**config.mk**
```make
export PLATFORM = sky130hd
export DESIGN_NAME = beep_pattern_gen_flat
export DESIGN_NICKNAME = d
export VERILOG_FILES = /design/src/rtl/beep_pattern_gen_pkg.sv /design/src/rtl/beep_pattern_gen_if.sv /design/src/rtl/beep_tone_div.sv /design/src/rtl/beep_pattern_gen.sv /design/src/flat_wrapper.sv
export SDC_FILE = /design/constraint.sdc
export NUM_CORES = 1
export LEC_CHECK = 0
export ABC_AREA = 1
export CAP_MARGIN = 25
export CELL_PAD_IN_SITES_DETAIL_PLACEMENT = 1
export CELL_PAD_IN_SITES_GLOBAL_PLACEMENT = 1
export CORE_MARGIN = 2
export CORE_UTILIZATION = 39
export DETAILED_ROUTE_END_ITERATION = 6
export PLACE_DENSITY = 0.85
export SYNTH_ARGS = -nofsm -noshare
export SYNTH_HDL_FRONTEND = slang
export SYNTH_HIERARCHICAL = 1
export SYNTH_SLANG_ARGS = --single-unit
```
**constraint.sdc**
```tcl
create_clock -name clk -period 2.7 [get_ports clk]
set_clock_uncertainty 0.05 [all_clocks]
set_input_delay 0.54 -clock clk [delete_from_list [all_inputs] [get_ports clk]]
set_output_delay 0.54 -clock clk [all_outputs]
set_load 0.01 [all_outputs]
```
**src/rtl/beep_pattern_gen_pkg.sv**
```systemverilog
// Shared definitions for the beep pattern generator: state encoding and
// default field widths.
package beep_pattern_gen_pkg;

  localparam int CNT_W_DEF  = 28;
  localparam int NUM_W_DEF  = 8;
  localparam int TONE_W_DEF = 16;

  typedef enum logic [1:0] {
    ST_IDLE = 2'd0,
    ST_ON   = 2'd1,
    ST_OFF  = 2'd2
  } state_e;

endpackage

```
**src/rtl/beep_pattern_gen_if.sv**
```systemverilog
// Control/status bundle between board-level control logic (master) and the
// beep pattern generator (slave).
interface beep_pattern_gen_if
  import beep_pattern_gen_pkg::*;
#(
  parameter int CNT_W  = CNT_W_DEF,
  parameter int NUM_W  = NUM_W_DEF,
  parameter int TONE_W = TONE_W_DEF
) ();

  logic              start;
  logic              stop;
  logic              repeat_en;
  logic [NUM_W-1:0]  beep_num;
  logic [CNT_W-1:0]  on_cycles;
  logic [CNT_W-1:0]  off_cycles;
  logic [TONE_W-1:0] tone_half;
  logic              beep;
  logic              busy;
  logic              done;

  modport master (
    output start, stop, repeat_en, beep_num, on_cycles, off_cycles, tone_half,
    input  beep, busy, done
  );

  modport slave (
    input  start, stop, repeat_en, beep_num, on_cycles, off_cycles, tone_half,
    output beep, busy, done
  );

endinterface

```
**src/rtl/beep_tone_div.sv**
```systemverilog
// Square-wave divider for ON-phase tone modulation. The output is low while
// disabled, high on the first enabled cycle after clear, and toggles every
// `half` cycles afterwards; half==0 holds the output high (DC drive).
module beep_tone_div #(
  parameter int TONE_W = 16
) (
  input  logic              clk,
  input  logic              rst_n,
  input  logic              clear,
  input  logic              enable,
  input  logic [TONE_W-1:0] half,
  output logic              wave
);

  logic [TONE_W-1:0] cnt_q, cnt_d;
  logic              wave_q, wave_d;

  // Next tone counter / wave level; clear and enable describe the coming cycle.
  always_comb begin
    cnt_d  = cnt_q;
    wave_d = wave_q;
    if (!enable) begin
      cnt_d  = '0;
      wave_d = 1'b0;
    end else if (clear || (half == '0)) begin
      cnt_d  = '0;
      wave_d = 1'b1;
    end else if (cnt_q == (half - TONE_W'(1))) begin
      cnt_d  = '0;
      wave_d = ~wave_q;
    end else begin
      cnt_d  = cnt_q + TONE_W'(1);
      wave_d = wave_q;
    end
  end

  // Tone state registers with asynchronous reset.
  always_ff @(posedge clk or negedge rst_n) begin
    if (!rst_n) begin
      cnt_q  <= '0;
      wave_q <= 1'b0;
    end else begin
      cnt_q  <= cnt_d;
      wave_q <= wave_d;
    end
  end

  assign wave = wave_q;

endmodule

```
**src/rtl/beep_pattern_gen.sv**
```systemverilog
// Buzzer burst generator: plays beep_num beeps of on_cycles ON and
// off_cycles OFF, optionally looping and optionally tone-modulated.
module beep_pattern_gen
  import beep_pattern_gen_pkg::*;
#(
  parameter int CNT_W  = CNT_W_DEF,
  parameter int NUM_W  = NUM_W_DEF,
  parameter int TONE_W = TONE_W_DEF
) (
  input logic               clk,
  input logic               rst_n,
  beep_pattern_gen_if.slave bus
);

  state_e            state_q, state_d;
  logic [CNT_W-1:0]  phase_q, phase_d;
  logic [NUM_W-1:0]  bcnt_q, bcnt_d;
  logic [NUM_W-1:0]  num_q, num_d;
  logic [CNT_W-1:0]  on_last_q, on_last_d;   // ON length minus one
  logic [CNT_W-1:0]  off_len_q, off_len_d;   // 0 means no OFF phase
  logic [TONE_W-1:0] tone_q, tone_d;
  logic              rep_q, rep_d;
  logic              busy_q, busy_d;
  logic              done_q, done_d;

  logic              beep_end_s;    // a whole beep (ON + OFF) finishes this cycle
  logic              last_beep_s;
  logic              tone_clear_s;  // next cycle is the first cycle of an ON phase
  logic              tone_en_s;
  logic              tone_wave_s;

  assign last_beep_s = (bcnt_q == (num_q - NUM_W'(1)));
  assign tone_en_s   = (state_d == ST_ON);

  // Next-state, counter and shadow-configuration logic; stop beats phase ends.
  always_comb begin
    state_d      = state_q;
    phase_d      = phase_q;
    bcnt_d       = bcnt_q;
    num_d        = num_q;
    on_last_d    = on_last_q;
    off_len_d    = off_len_q;
    tone_d       = tone_q;
    rep_d        = rep_q;
    busy_d       = busy_q;
    done_d       = 1'b0;
    beep_end_s   = 1'b0;
    tone_clear_s = 1'b0;
    case (state_q)
      ST_IDLE: begin
        busy_d  = 1'b0;
        phase_d = '0;
        bcnt_d  = '0;
        if (bus.start && (bus.beep_num == '0)) begin
          done_d = 1'b1;
        end else if (bus.start) begin
          num_d        = bus.beep_num;
          on_last_d    = (bus.on_cycles == '0) ? '0 : (bus.on_cycles - CNT_W'(1));
          off_len_d    = bus.off_cycles;
          tone_d       = bus.tone_half;
          rep_d        = bus.repeat_en;
          state_d      = ST_ON;
          busy_d       = 1'b1;
          tone_clear_s = 1'b1;
        end else begin
          state_d = ST_IDLE;
        end
      end
      ST_ON: begin
        if (bus.stop) begin
          state_d = ST_IDLE;
          busy_d  = 1'b0;
          phase_d = '0;
          bcnt_d  = '0;
        end else if (phase_q == on_last_q) begin
          phase_d = '0;
          if (off_len_q == '0) begin
            beep_end_s = 1'b1;
          end else begin
            state_d = ST_OFF;
          end
        end else begin
          phase_d = phase_q + CNT_W'(1);
        end
      end
      ST_OFF: begin
        if (bus.stop) begin
          state_d = ST_IDLE;
          busy_d  = 1'b0;
          phase_d = '0;
          bcnt_d  = '0;
        end else if (phase_q == (off_len_q - CNT_W'(1))) begin
          phase_d    = '0;
          beep_end_s = 1'b1;
        end else begin
          phase_d = phase_q + CNT_W'(1);
        end
      end
      default: begin
        state_d = ST_IDLE;
        busy_d  = 1'b0;
        phase_d = '0;
        bcnt_d  = '0;
      end
    endcase

    if (beep_end_s && !last_beep_s) begin
      bcnt_d       = bcnt_q + NUM_W'(1);
      state_d      = ST_ON;
      tone_clear_s = 1'b1;
    end else if (beep_end_s && rep_q) begin
      bcnt_d       = '0;
      state_d      = ST_ON;
      tone_clear_s = 1'b1;
    end else if (beep_end_s) begin
      bcnt_d  = '0;
      state_d = ST_IDLE;
      busy_d  = 1'b0;
      done_d  = 1'b1;
    end else begin
      // mid-phase: the values chosen by the state case stand
      tone_clear_s = tone_clear_s;
    end
  end

  // All FSM state, counters, shadow config and status outputs.
  always_ff @(posedge clk or negedge rst_n) begin
    if (!rst_n) begin
      state_q   <= ST_IDLE;
      phase_q   <= '0;
      bcnt_q    <= '0;
      num_q     <= '0;
      on_last_q <= '0;
      off_len_q <= '0;
      tone_q    <= '0;
      rep_q     <= 1'b0;
      busy_q    <= 1'b0;
      done_q    <= 1'b0;
    end else begin
      state_q   <= state_d;
      phase_q   <= phase_d;
      bcnt_q    <= bcnt_d;
      num_q     <= num_d;
      on_last_q <= on_last_d;
      off_len_q <= off_len_d;
      tone_q    <= tone_d;
      rep_q     <= rep_d;
      busy_q    <= busy_d;
      done_q    <= done_d;
    end
  end

  beep_tone_div #(.TONE_W(TONE_W)) u_tone (
    .clk    (clk),
    .rst_n  (rst_n),
    .clear  (tone_clear_s),
    .enable (tone_en_s),
    .half   (tone_q),
    .wave   (tone_wave_s)
  );

  assign bus.beep = tone_wave_s;
  assign bus.busy = busy_q;
  assign bus.done = done_q;

endmodule

```
**src/flat_wrapper.sv**
```systemverilog
// flat-port wrapper written by rule: the top's interface ports become plain ports
module beep_pattern_gen_flat import beep_pattern_gen_pkg::*;
#(
  parameter int CNT_W  = CNT_W_DEF,
  parameter int NUM_W  = NUM_W_DEF,
  parameter int TONE_W = TONE_W_DEF
)
  (clk, rst_n, bus_start, bus_stop, bus_repeat_en, bus_beep_num, bus_on_cycles, bus_off_cycles, bus_tone_half, bus_beep, bus_busy, bus_done);
  beep_pattern_gen_if #(.CNT_W(CNT_W), .NUM_W(NUM_W), .TONE_W(TONE_W)) bus_i ();
  input logic clk;
  input logic rst_n;
  input wire logic [$bits(bus_i.start)-1:0] bus_start;
  input wire logic [$bits(bus_i.stop)-1:0] bus_stop;
  input wire logic [$bits(bus_i.repeat_en)-1:0] bus_repeat_en;
  input wire logic [$bits(bus_i.beep_num)-1:0] bus_beep_num;
  input wire logic [$bits(bus_i.on_cycles)-1:0] bus_on_cycles;
  input wire logic [$bits(bus_i.off_cycles)-1:0] bus_off_cycles;
  input wire logic [$bits(bus_i.tone_half)-1:0] bus_tone_half;
  output wire logic [$bits(bus_i.beep)-1:0] bus_beep;
  output wire logic [$bits(bus_i.busy)-1:0] bus_busy;
  output wire logic [$bits(bus_i.done)-1:0] bus_done;
  assign bus_i.start = bus_start;
  assign bus_i.stop = bus_stop;
  assign bus_i.repeat_en = bus_repeat_en;
  assign bus_i.beep_num = bus_beep_num;
  assign bus_i.on_cycles = bus_on_cycles;
  assign bus_i.off_cycles = bus_off_cycles;
  assign bus_i.tone_half = bus_tone_half;
  assign bus_beep = bus_i.beep;
  assign bus_busy = bus_i.busy;
  assign bus_done = bus_i.done;
  beep_pattern_gen #(.CNT_W(CNT_W), .NUM_W(NUM_W), .TONE_W(TONE_W)) u_core (.clk(clk), .rst_n(rst_n), .bus(bus_i));
endmodule
```
# Yosys cells after proc, flatten, opt, wreduce, memory -nomap -nowiden
# Index checks and enable logic that the tools add are counted.
# classes
n_eq_ne	9
n_mux	48
n_bitwise	2
n_reduce_logical	12
addsub	7
# op_table
cell	n
two-way mux 28 bit	5
equality test 28 bit	2
logical NOT 28 bit	2
case mux 28 bit (2 select lines)	1
subtractor 28 x 1 -> 28 bit, second input constant	2
two-way mux 16 bit	3
two-way mux 8 bit	5
adder 28 x 1 -> 28 bit, second input constant	1
two-way mux 1 bit	23
adder 16 x 1 -> 16 bit, second input constant	1
equality test 16 bit	1
logical NOT 16 bit	1
two-way mux 2 bit	8
subtractor 16 x 1 -> 16 bit, second input constant	1
adder 8 x 1 -> 8 bit, second input constant	1
equality test 8 bit	1
logical NOT 8 bit	1
subtractor 8 x 1 -> 8 bit, second input constant	1
case mux 2 bit (3 select lines)	1
inequality test 5 x 1 -> 1 bit, second input constant	1
equality test 2 x 1 -> 1 bit, second input constant	2
case mux 1 bit (2 select lines)	2
logical AND 1 bit	3
inequality test 3 x 1 -> 1 bit, second input constant	1
other kinds (7)	8
# totals
output_inout_bits	3
ff_bits	138
word_cells	90
input_bits	85

# Logic depth before layout (Yosys ltp)
# Gate-level depths: netlist of run 1.
# depth
word_depth	11
mapped_depth	23
ltp_nobuf	23

# Cells and area by module
# Netlist of run 1, hierarchy kept.
# by_module_without_submodules
module	area_per_inst_um2	cells_per_inst	instances	seq_area_each_um2
beep_pattern_gen	7629.8	1021	1	3027.9
beep_tone_div	1540.2	230	1	425.4

# Worst setup path before layout of run 1
# Ideal clock, no wire load.
# synth_path
kind	reg2reg
startpoint	reg u_core.off_len_q[0]
endpoint	reg u_core.u_tone.cnt_q[5]
period_less_slack_ps	2619
arrival_time_ps	2500
path_stages_with_launch	20
path_slack_ps	81
t_required_ps	2581
cell_sequence	dfrtp_1 inv_1 ha_1 nand2_4 nor2_8 nand2_4 nor2_4 nand2_2 nand2_1 nand3_2 nor3_4 nand3_2 nand2_4 nand2_1 nand2_1 nand2_2 nor2_2 nand3_4 buf_12 nor2_2
# synth_rtl
item	line	rtl
from (decl)	beep_pattern_gen.sv:20	logic [CNT_W-1:0] off_len_q, off_len_d;
from (signal assigned)	beep_pattern_gen.sv:145	off_len_q <= off_len_d;
subtractor 28 x 1 -> 28 bit or logical NOT 28 bit (tied branches)	beep_pattern_gen.sv:92, beep_pattern_gen.sv:77	
equality test 28 bit (tied with other cells)	beep_pattern_gen.sv:92	end else if (phase_q == (off_len_q - CNT_W'(1))) begin
two-way mux 1 bit (tied with other cells)	beep_pattern_gen.sv:92	
two-way mux 1 bit (tied with other cells)	beep_pattern_gen.sv:87	if (bus.stop) begin
case mux 1 bit (2 select lines) or case mux 2 bit (3 select lines) (tied branches)	beep_pattern_gen.sv:49	case (state_q)
two-way mux 2 bit or logical AND 1 bit (tied branches)	beep_pattern_gen.sv:115, beep_pattern_gen.sv:111	
two-way mux 2 bit	beep_pattern_gen.sv:111	end else if (beep_end_s && rep_q) begin
two-way mux 2 bit *	beep_pattern_gen.sv:107	if (beep_end_s && !last_beep_s) begin
equality test 2 x 1 -> 1 bit *	beep_pattern_gen.sv:33	assign tone_en_s = (state_d == ST_ON);
named net u_core.tone_en_s	beep_pattern_gen.sv:29	logic tone_en_s;
two-way mux 16 bit *	beep_tone_div.sv:22	if (!enable) begin
named net u_core.u_tone.cnt_d[5]	beep_tone_div.sv:15	logic [TONE_W-1:0] cnt_q, cnt_d;
to (signal assigned)	beep_tone_div.sv:43	cnt_q <= cnt_d;
to (decl)	beep_tone_div.sv:15	
# Mark *: on every way through the listed nets, which the timed path passes. The rest lies on a longest branch.
# A chain may end at the register's enable or synchronous reset.

# Worst setup path after layout of run 1
# layout_path
startpoint	reg u_core.off_len_q[14]
endpoint	reg u_core.u_tone.cnt_q[13]
# The elaborated chain is that of the path after synthesis.

==> results of run 1 <==
## registers in the layout (all words and copies together), names as in the netlist
name / flops
u_core/on_last_q: 28
u_core/u_tone/cnt_q: 16
u_core/bcnt_q: 8
u_core/num_q: 8
u_core/rep_q: 1
u_core/u_tone/wave: 1
u_core/off_len_q: 28
u_core/bus.done: 1
u_core/tone_q: 16
u_core/state_q: 2
u_core/bus.busy: 1
u_core/phase_q: 28
## worst max-delay path: stages, from the launching register on
cell	delay [ns]
dfrtp_1	0.48
nor2_2	0.20
nand3_1	0.16
nor2_1	0.15
nand2_1	0.09
nor2_1	0.13
nand2_1	0.08
nand2_1	0.08
nand3_1	0.14
nor3_4	0.24
nand3_2	0.13
nand2_4	0.11
nand2_4	0.07
nand2_4	0.08
nand2_4	0.05
nor2_4	0.13
nand3_4	0.15
buf_12	0.20
nor2_4	0.08
## cells in the mapped netlist, drive strengths merged (2+ instances only)
| cell | count |
|---|---|
| nor3 | 29 |
| a22o | 2 |
| o21ai | 49 |
| o22ai | 14 |
| nor3b | 4 |
| inv | 134 |
| ha | 11 |
| nand4 | 26 |
| buf | 10 |
| nand3b | 10 |
| nand3 | 60 |
| nand2 | 406 |
| xor2 | 79 |
| nor2 | 189 |
| clkbuf | 18 |
| xnor2 | 48 |
| o21bai | 6 |
| a21oi | 6 |
| dfrtp | 138 |
| nor4 | 7 |
## worst paths after layout
kind / from / endpoint / slack [ns]
hold / removal: rst_n / u_core/on_last_q[3] / 0.03
min in group clk: u_core/phase_q[0] / u_core/phase_q[0] / 0.46
setup reg to reg: u_core/off_len_q[14] / u_core/u_tone/cnt_q[13] / -0.20
setup / recovery: u_core/off_len_q[14] / u_core/u_tone/cnt_q[13] / -0.20
max in group asynchronous: rst_n / u_core/tone_q[9] / 1.84
hold reg to reg: u_core/phase_q[0] / u_core/phase_q[0] / 0.46
## area by class of cell
class,count,area (sq um),area share (%)
flip-flops and latches,138,3470,29.4
clock buffers,20,467,3.96
repair buffers,156,1490,12.6
inverters,134,503,4.27
clock inverters,11,120,1.02
multi-input cells,951,5350,45.4
well taps,319,399,3.38
## per-stage QoR
stage               instances  TNS, ns  hold WS [ns]
floorplan                1251        0         0.194
global placement         1689    -1.83         0.427
detailed placement       1689    -8.48         0.435
CTS                      1726    -1.08        0.0314
global route             1729    -9.36        0.0479
finish                   1729    -3.10        0.0339
## power breakdown
group | internal [mW] | switching, mW | total, mW | leakage [nW]
clock | 1.43 | 0.962 | 2.39 | 0.284
sequential | 2.30 | 0.292 | 2.59 | 1.77
combinational | 0.723 | 1.06 | 1.78 | 3.33
## logic make-up (layout without fill, tap and decap cells)
| group | Yosys count | after routing | share of synthesized area (%) |
|---|---|---|---|
| AOI/OAI and AO/OA | 78 | 78 | 5.09 |
| xor gates and xnor gates | 127 | 127 | 12.1 |
| adders and majority gates | 11 | 11 | 1.50 |
| buffers and inverters | 162 | 321 | 7.05 |
| DFF | 138 | 138 | 37.7 |
| and+or+nand+nor | 735 | 735 | 36.6 |
## per-layer routing
| layer | vias up | share of wire [%] | global-route usage, % |
|---|---|---|---|
| li1 | 4210 | - | - |
| met1 | 4496 | 43 | 30.1 |
| met2 | 165 | 52 | 43.5 |
| met3 | 61 | 2.9 | 3.91 |
| met4 | 0 | 2.5 | 7.92 |
| met5 | - | 0 | 0 |
## what timing repair did
action	CTS	global route
setup buffers	6	5
setup endpoints to repair	17	29
resized for setup	52	36
pin swaps	16	14
gates cloned	1	0
==> run_results.csv, run 1 <==
group,metric,value,unit
clocking,clk_pin_slew,0.06,ns
global_route,grt_pass1_vias,9463,
floorplanning,initial_utilization,39.4,%
clocking,numCtsBuffers,17,
clocking,clockBufferDepth,2,
final_layout,fillers,2927,
drt,viasPerCell,5.17,
synth,yosysSeqAreaShare,37.7,%
clocking,clk_latency,0.43,ns
drt,first_pass_iters,5,
floorplanning,die_h,157,microns
status,violations,"negative setup slack",
sta,relSlewSlack,63.9,%
sta,fin_ws,-0.198,ns
synth,synth_top_area_cell,"dfrtp_1",
global_route,grt_pass1_wl,47500,microns
sta,rsz0062_at_grt,"yes",
sta,maxSlewViolCount,0,
worst_setup_path,r2r_cells,18,
placement,globalplace.congestion,0.873,
sta,tightest_slew,0.541,ns
sta,min_period,2.90,ns
global_route,antenna_found_initial,0,
sta,fmax,345,MHz
worst_setup_path,cp-start-kind,"register",
placement,placed_cell_area,10800,sq um
floorplanning,core-area,23300,sq um
status,outcome,"finished, violations left",
synth,synth_edf_count,0,
synth,synthTopCellsByArea,"dfrtp_1 38%, nand2_1 16%, xor2_1 7.5%",
final_layout,layout_common_cells,"381 x nand2_1, 132 x nor2_1, 128 x dfrtp_1, 126 x inv_1, 86 x clkdlybuf4s50_1",
synth,ys_async_sr_fraction,100,%
synth,synth.avg_cell_area,7.33,sq um
synth,synthCells,1251,
drt,ant_nets,0,
sta,final-hold-violation-count,0,
sta,finalSetupViolCount,18,
global_route,grt.total_usage,24.4,%
sta,period_share,107,%
power_and_ir_drop,p_leak,5.39,nW
power_and_ir_drop,powerDensity,573,nW/um^2
power_and_ir_drop,ir_drop,0.320,mV
clocking,htreeDepth,4,
drt,drt_wl_total,30300,microns
clocking,clock_sinks,138,
global_route,grt_max_degree,57,
final_layout,syn2layout_area_growth,28.6,%
clocking,cts_root_buffer,"clkbuf_16",
run,drv_cap,0,
final_layout,layout_commonest_cell,"nand2_1",
worst_setup_path,worst-path-max-fanout,6,
clocking,cts_tree,"built",
floorplanning,die_x,157,microns
final_layout,final_util,50.7,%
global_route,gr-total-overflow,0,
placement,post-dp-hpwl,21100,microns
worst_hold_path,min_path_type,"in -> async",
worst_setup_path,required,3.01,ns
drt,drt_iter0_drc,464,
synth,synth_nets,1347,
clocking,hold_buffers,0,
floorplanning,std_cell_rows,56,
power_and_ir_drop,fin_total_pwr,6.76,mW
synth,synth_cell_types,42,
worst_setup_path,worstPathArrival,3.21,ns
final_layout,stdcell_area,11800,sq um
synth,syn_area,9170,sq um
synth,yosys_warnings,6,
placement,dp_slack,-0.222,ns
placement,port_buffers,87,
worst_setup_path,end_kind,"register",
final_layout,fin_nets,1494,
final_layout,n_antenna_cell,0,
drt,wl_per_cell,17.5,microns
final_layout,drive_above_1_share,16.9,%
floorplanning,io_pins,88,
drt,via_count,8932,
synth,synth-main-ff-cell,"dfrtp_1",
worst_setup_path,worstSetupPathType,"reg -> reg",
synth,ys_ff_latch,138,
synth,synth_top_area_share,37.7,%
drt,drc,0,
floorplanning,dieArea,24800,sq um
(Power assumes the default switching activity.)
==> run 2, diff against run 1 <==
CORE_UTILIZATION = 40   (was 39)
PLACE_DENSITY = 0.84   (was 0.85)
clock period = 3.4 ns   (was 2.7 ns; I/O delays follow)
==> run_results.csv, run 2 (synthesized netlist as in run 1, its figures left out) <==
group,metric,value,unit
status,outcome,"complete, no violations",
final_layout,n_antenna_cell,0,
sta,final-hold-violation-count,0,
sta,setup_tns,0,ns
worst_setup_path,critPathTopFamily,"simple AND/OR/NAND/NOR gates",
final_layout,fin_nets,1433,
floorplanning,io_pins,88,
drt,first_pass_iters,5,
placement,globalplace.congestion,0.855,
worst_setup_path,path_cells,"inv_1 > ha_1 > nand2_4 > nor2_8 > nand2_4 > o21bai_1 > nand2_1 > nor2_1 > nand2_1 > nor2_1 > nand3_2 > nand2_4 > nand2_1 > nand2_1 > nand2_2 > nor2_2 > nand3_4 > buf_12 > nand2_1 > nand2_1",
drt,via_count,8318,
global_route,grt_pass1_vias,9022,
sta,period_share,88.3,%
sta,finalSetupViolCount,0,
final_layout,top_regs,"u_core/off_len_q x28, u_core/on_last_q x28, u_core/phase_q x28",
global_route,grt_use_met2,40.3,%
drt,drt_wl_total,26400,microns
worst_setup_path,cp-start-kind,"register",
global_route,antenna_found_initial,0,
placement,post-dp-hpwl,19900,microns
worst_setup_path,r2r_cells,20,
floorplanning,die_x,155,microns
clocking,cts_tree,"built",
floorplanning,std_cell_rows,55,
clocking,clk_latency,0.43,ns
worst_setup_path,worst-path-max-fanout,17,
clocking,numCtsBuffers,17,
drt,viasPerCell,5.09,
global_route,grt_max_degree,62,
drt,drt_iter0_drc,393,
floorplanning,core-area,22600,sq um
final_layout,final_util,48.5,%
global_route,gr-total-overflow,0,
worst_setup_path,end_kind,"register",
clocking,clk_pin_slew,0.06,ns
final_layout,drive_above_1_share,9.33,%
placement,placed_cell_area,10300,sq um
global_route,grt.total_usage,23.2,%
worst_setup_path,crit_cells,20,
final_layout,stdcell_area,10900,sq um
global_route,grt_pass1_wl,45200,microns
clocking,clockBufferDepth,2,
placement,port_buffers,87,
drt,drc,0,
global_route,busiest_layer,"met2",
sta,maxSlewViolCount,0,
run,drv_cap,0,
worst_setup_path,crit_slowest_cell,"dfrtp_1",
sta,relSlewSlack,52.9,%
worst_setup_path,required,3.67,ns
power_and_ir_drop,ir_drop,0.304,mV
power_and_ir_drop,powerDensity,475,nW/um^2
worst_setup_path,ff2ff_setup_slack,0.40,ns
worst_setup_path,crit_path_start,"u_core/off_len_q[0]",
worst_setup_path,rr_startpoint,"u_core/off_len_q[0]",
worst_setup_path,critPathBufInv,2,
worst_setup_path,r2r-end,"u_core/u_tone/wave",
floorplanning,initial_utilization,40.6,%
sta,fmax,333,MHz
global_route,use_met1,30.0,%
worst_setup_path,critical-path-max-stage-delay,0.38,ns
worst_hold_path,min_path_type,"in -> async",
power_and_ir_drop,p_leak,5.05,nW
clocking,clock_sinks,138,
floorplanning,die_h,155,microns
floorplanning,dieArea,24200,sq um
clocking,htreeDepth,4,
final_layout,layout_commonest_cell,"nand2_1",
sta,tightest_slew,0.706,ns
final_layout,layout_common_cells,"387 x nand2_1, 154 x nor2_1, 138 x dfrtp_1, 130 x inv_1, 86 x clkdlybuf4s50_1",
final_layout,fillers,2839,
clocking,ctsResizeCount,0,
sta,rsz0062_at_grt,"no",
worst_setup_path,cp_common_cell,"nand2_1",
worst_setup_path,worstSetupPathType,"reg -> reg",
final_layout,syn2layout_area_growth,19.4,%
global_route,met3_usage,3.34,%
worst_setup_path,cp-endpoint,"u_core/u_tone/wave",
clocking,cts_root_buffer,"clkbuf_16",
worst_setup_path,worstPathArrival,3.27,ns
sta,min_period,3.00,ns
drt,wl_per_cell,16.2,microns
drt,ant_nets,0,
run 2: cell types whose count changed in the layout (fill, tap and decap cells not counted), sizes merged:
cell      previous run  this run
buf                 70         9
bufinv               2         3
clkbuf              20        18
clkinv               5         6
clkinvlp             3         4
run 2: area by class of cell:
class / count / area (sq um) / share of cell area (%)
Clock inverter: 14 / 174 / 1.59
Multi-Input combinational cell: 951 / 5070 / 46.3
Clock buffer: 18 / 429 / 3.92
Inverter: 134 / 503 / 4.60
Tap cell: 285 / 357 / 3.26
Sequential cell: 138 / 3450 / 31.6
Timing Repair Buffer: 95 / 957 / 8.74
run 2: timing repair:
action                                  in CTS  in global routing
endpoints found under the setup margin       0                  2
setup buffers                                0                  1
hold buffers                                 0                  0
run 2: report_power, final:
part	switching [mW]	internal, mW
clock network	0.773	1.16
registers	0.217	1.82
logic	0.747	0.485
total	1.74	3.46
run 2: how the worst min path moves through the flow:
| stage | start | to | slack, ns | cells past startpoint |
|---|---|---|---|---|
| final | rst_n | u_core/tone_q[10] | 0.15 | 1 |
| after floorplan | rst_n | u_core/bcnt_q[0] | 0.33 | 0 |
| after global routing | rst_n | u_core/tone_q[10] | 0.19 | 1 |
| after CTS | rst_n | u_core/tone_q[11] | 0.18 | 1 |
| after global placement | u_core/rep_q | u_core/rep_q | 0.43 | 2 |
| after detailed placement | u_core/num_q[7] | u_core/num_q[7] | 0.45 | 2 |
run 2: stage by stage:
stage	cells	power, mW	hold WS [ns]	worst slack, ns
finish	1635	5.20	0.151	0.399
global placement	1602	3.21	0.431	0.317
CTS	1634	5.23	0.178	0.311
global route	1635	5.50	0.193	0.0529
floorplan	1251	2.83	0.334	0.781
detailed placement	1602	3.27	0.447	0.0379
run 2: routing by layer:
layer / share of wire (%) / vias up
met5: 0 / -
met2: 50 / 103
met4: 1.9 / 0
met3: 2.7 / 40
met1: 46 / 4087
li1: - / 4088
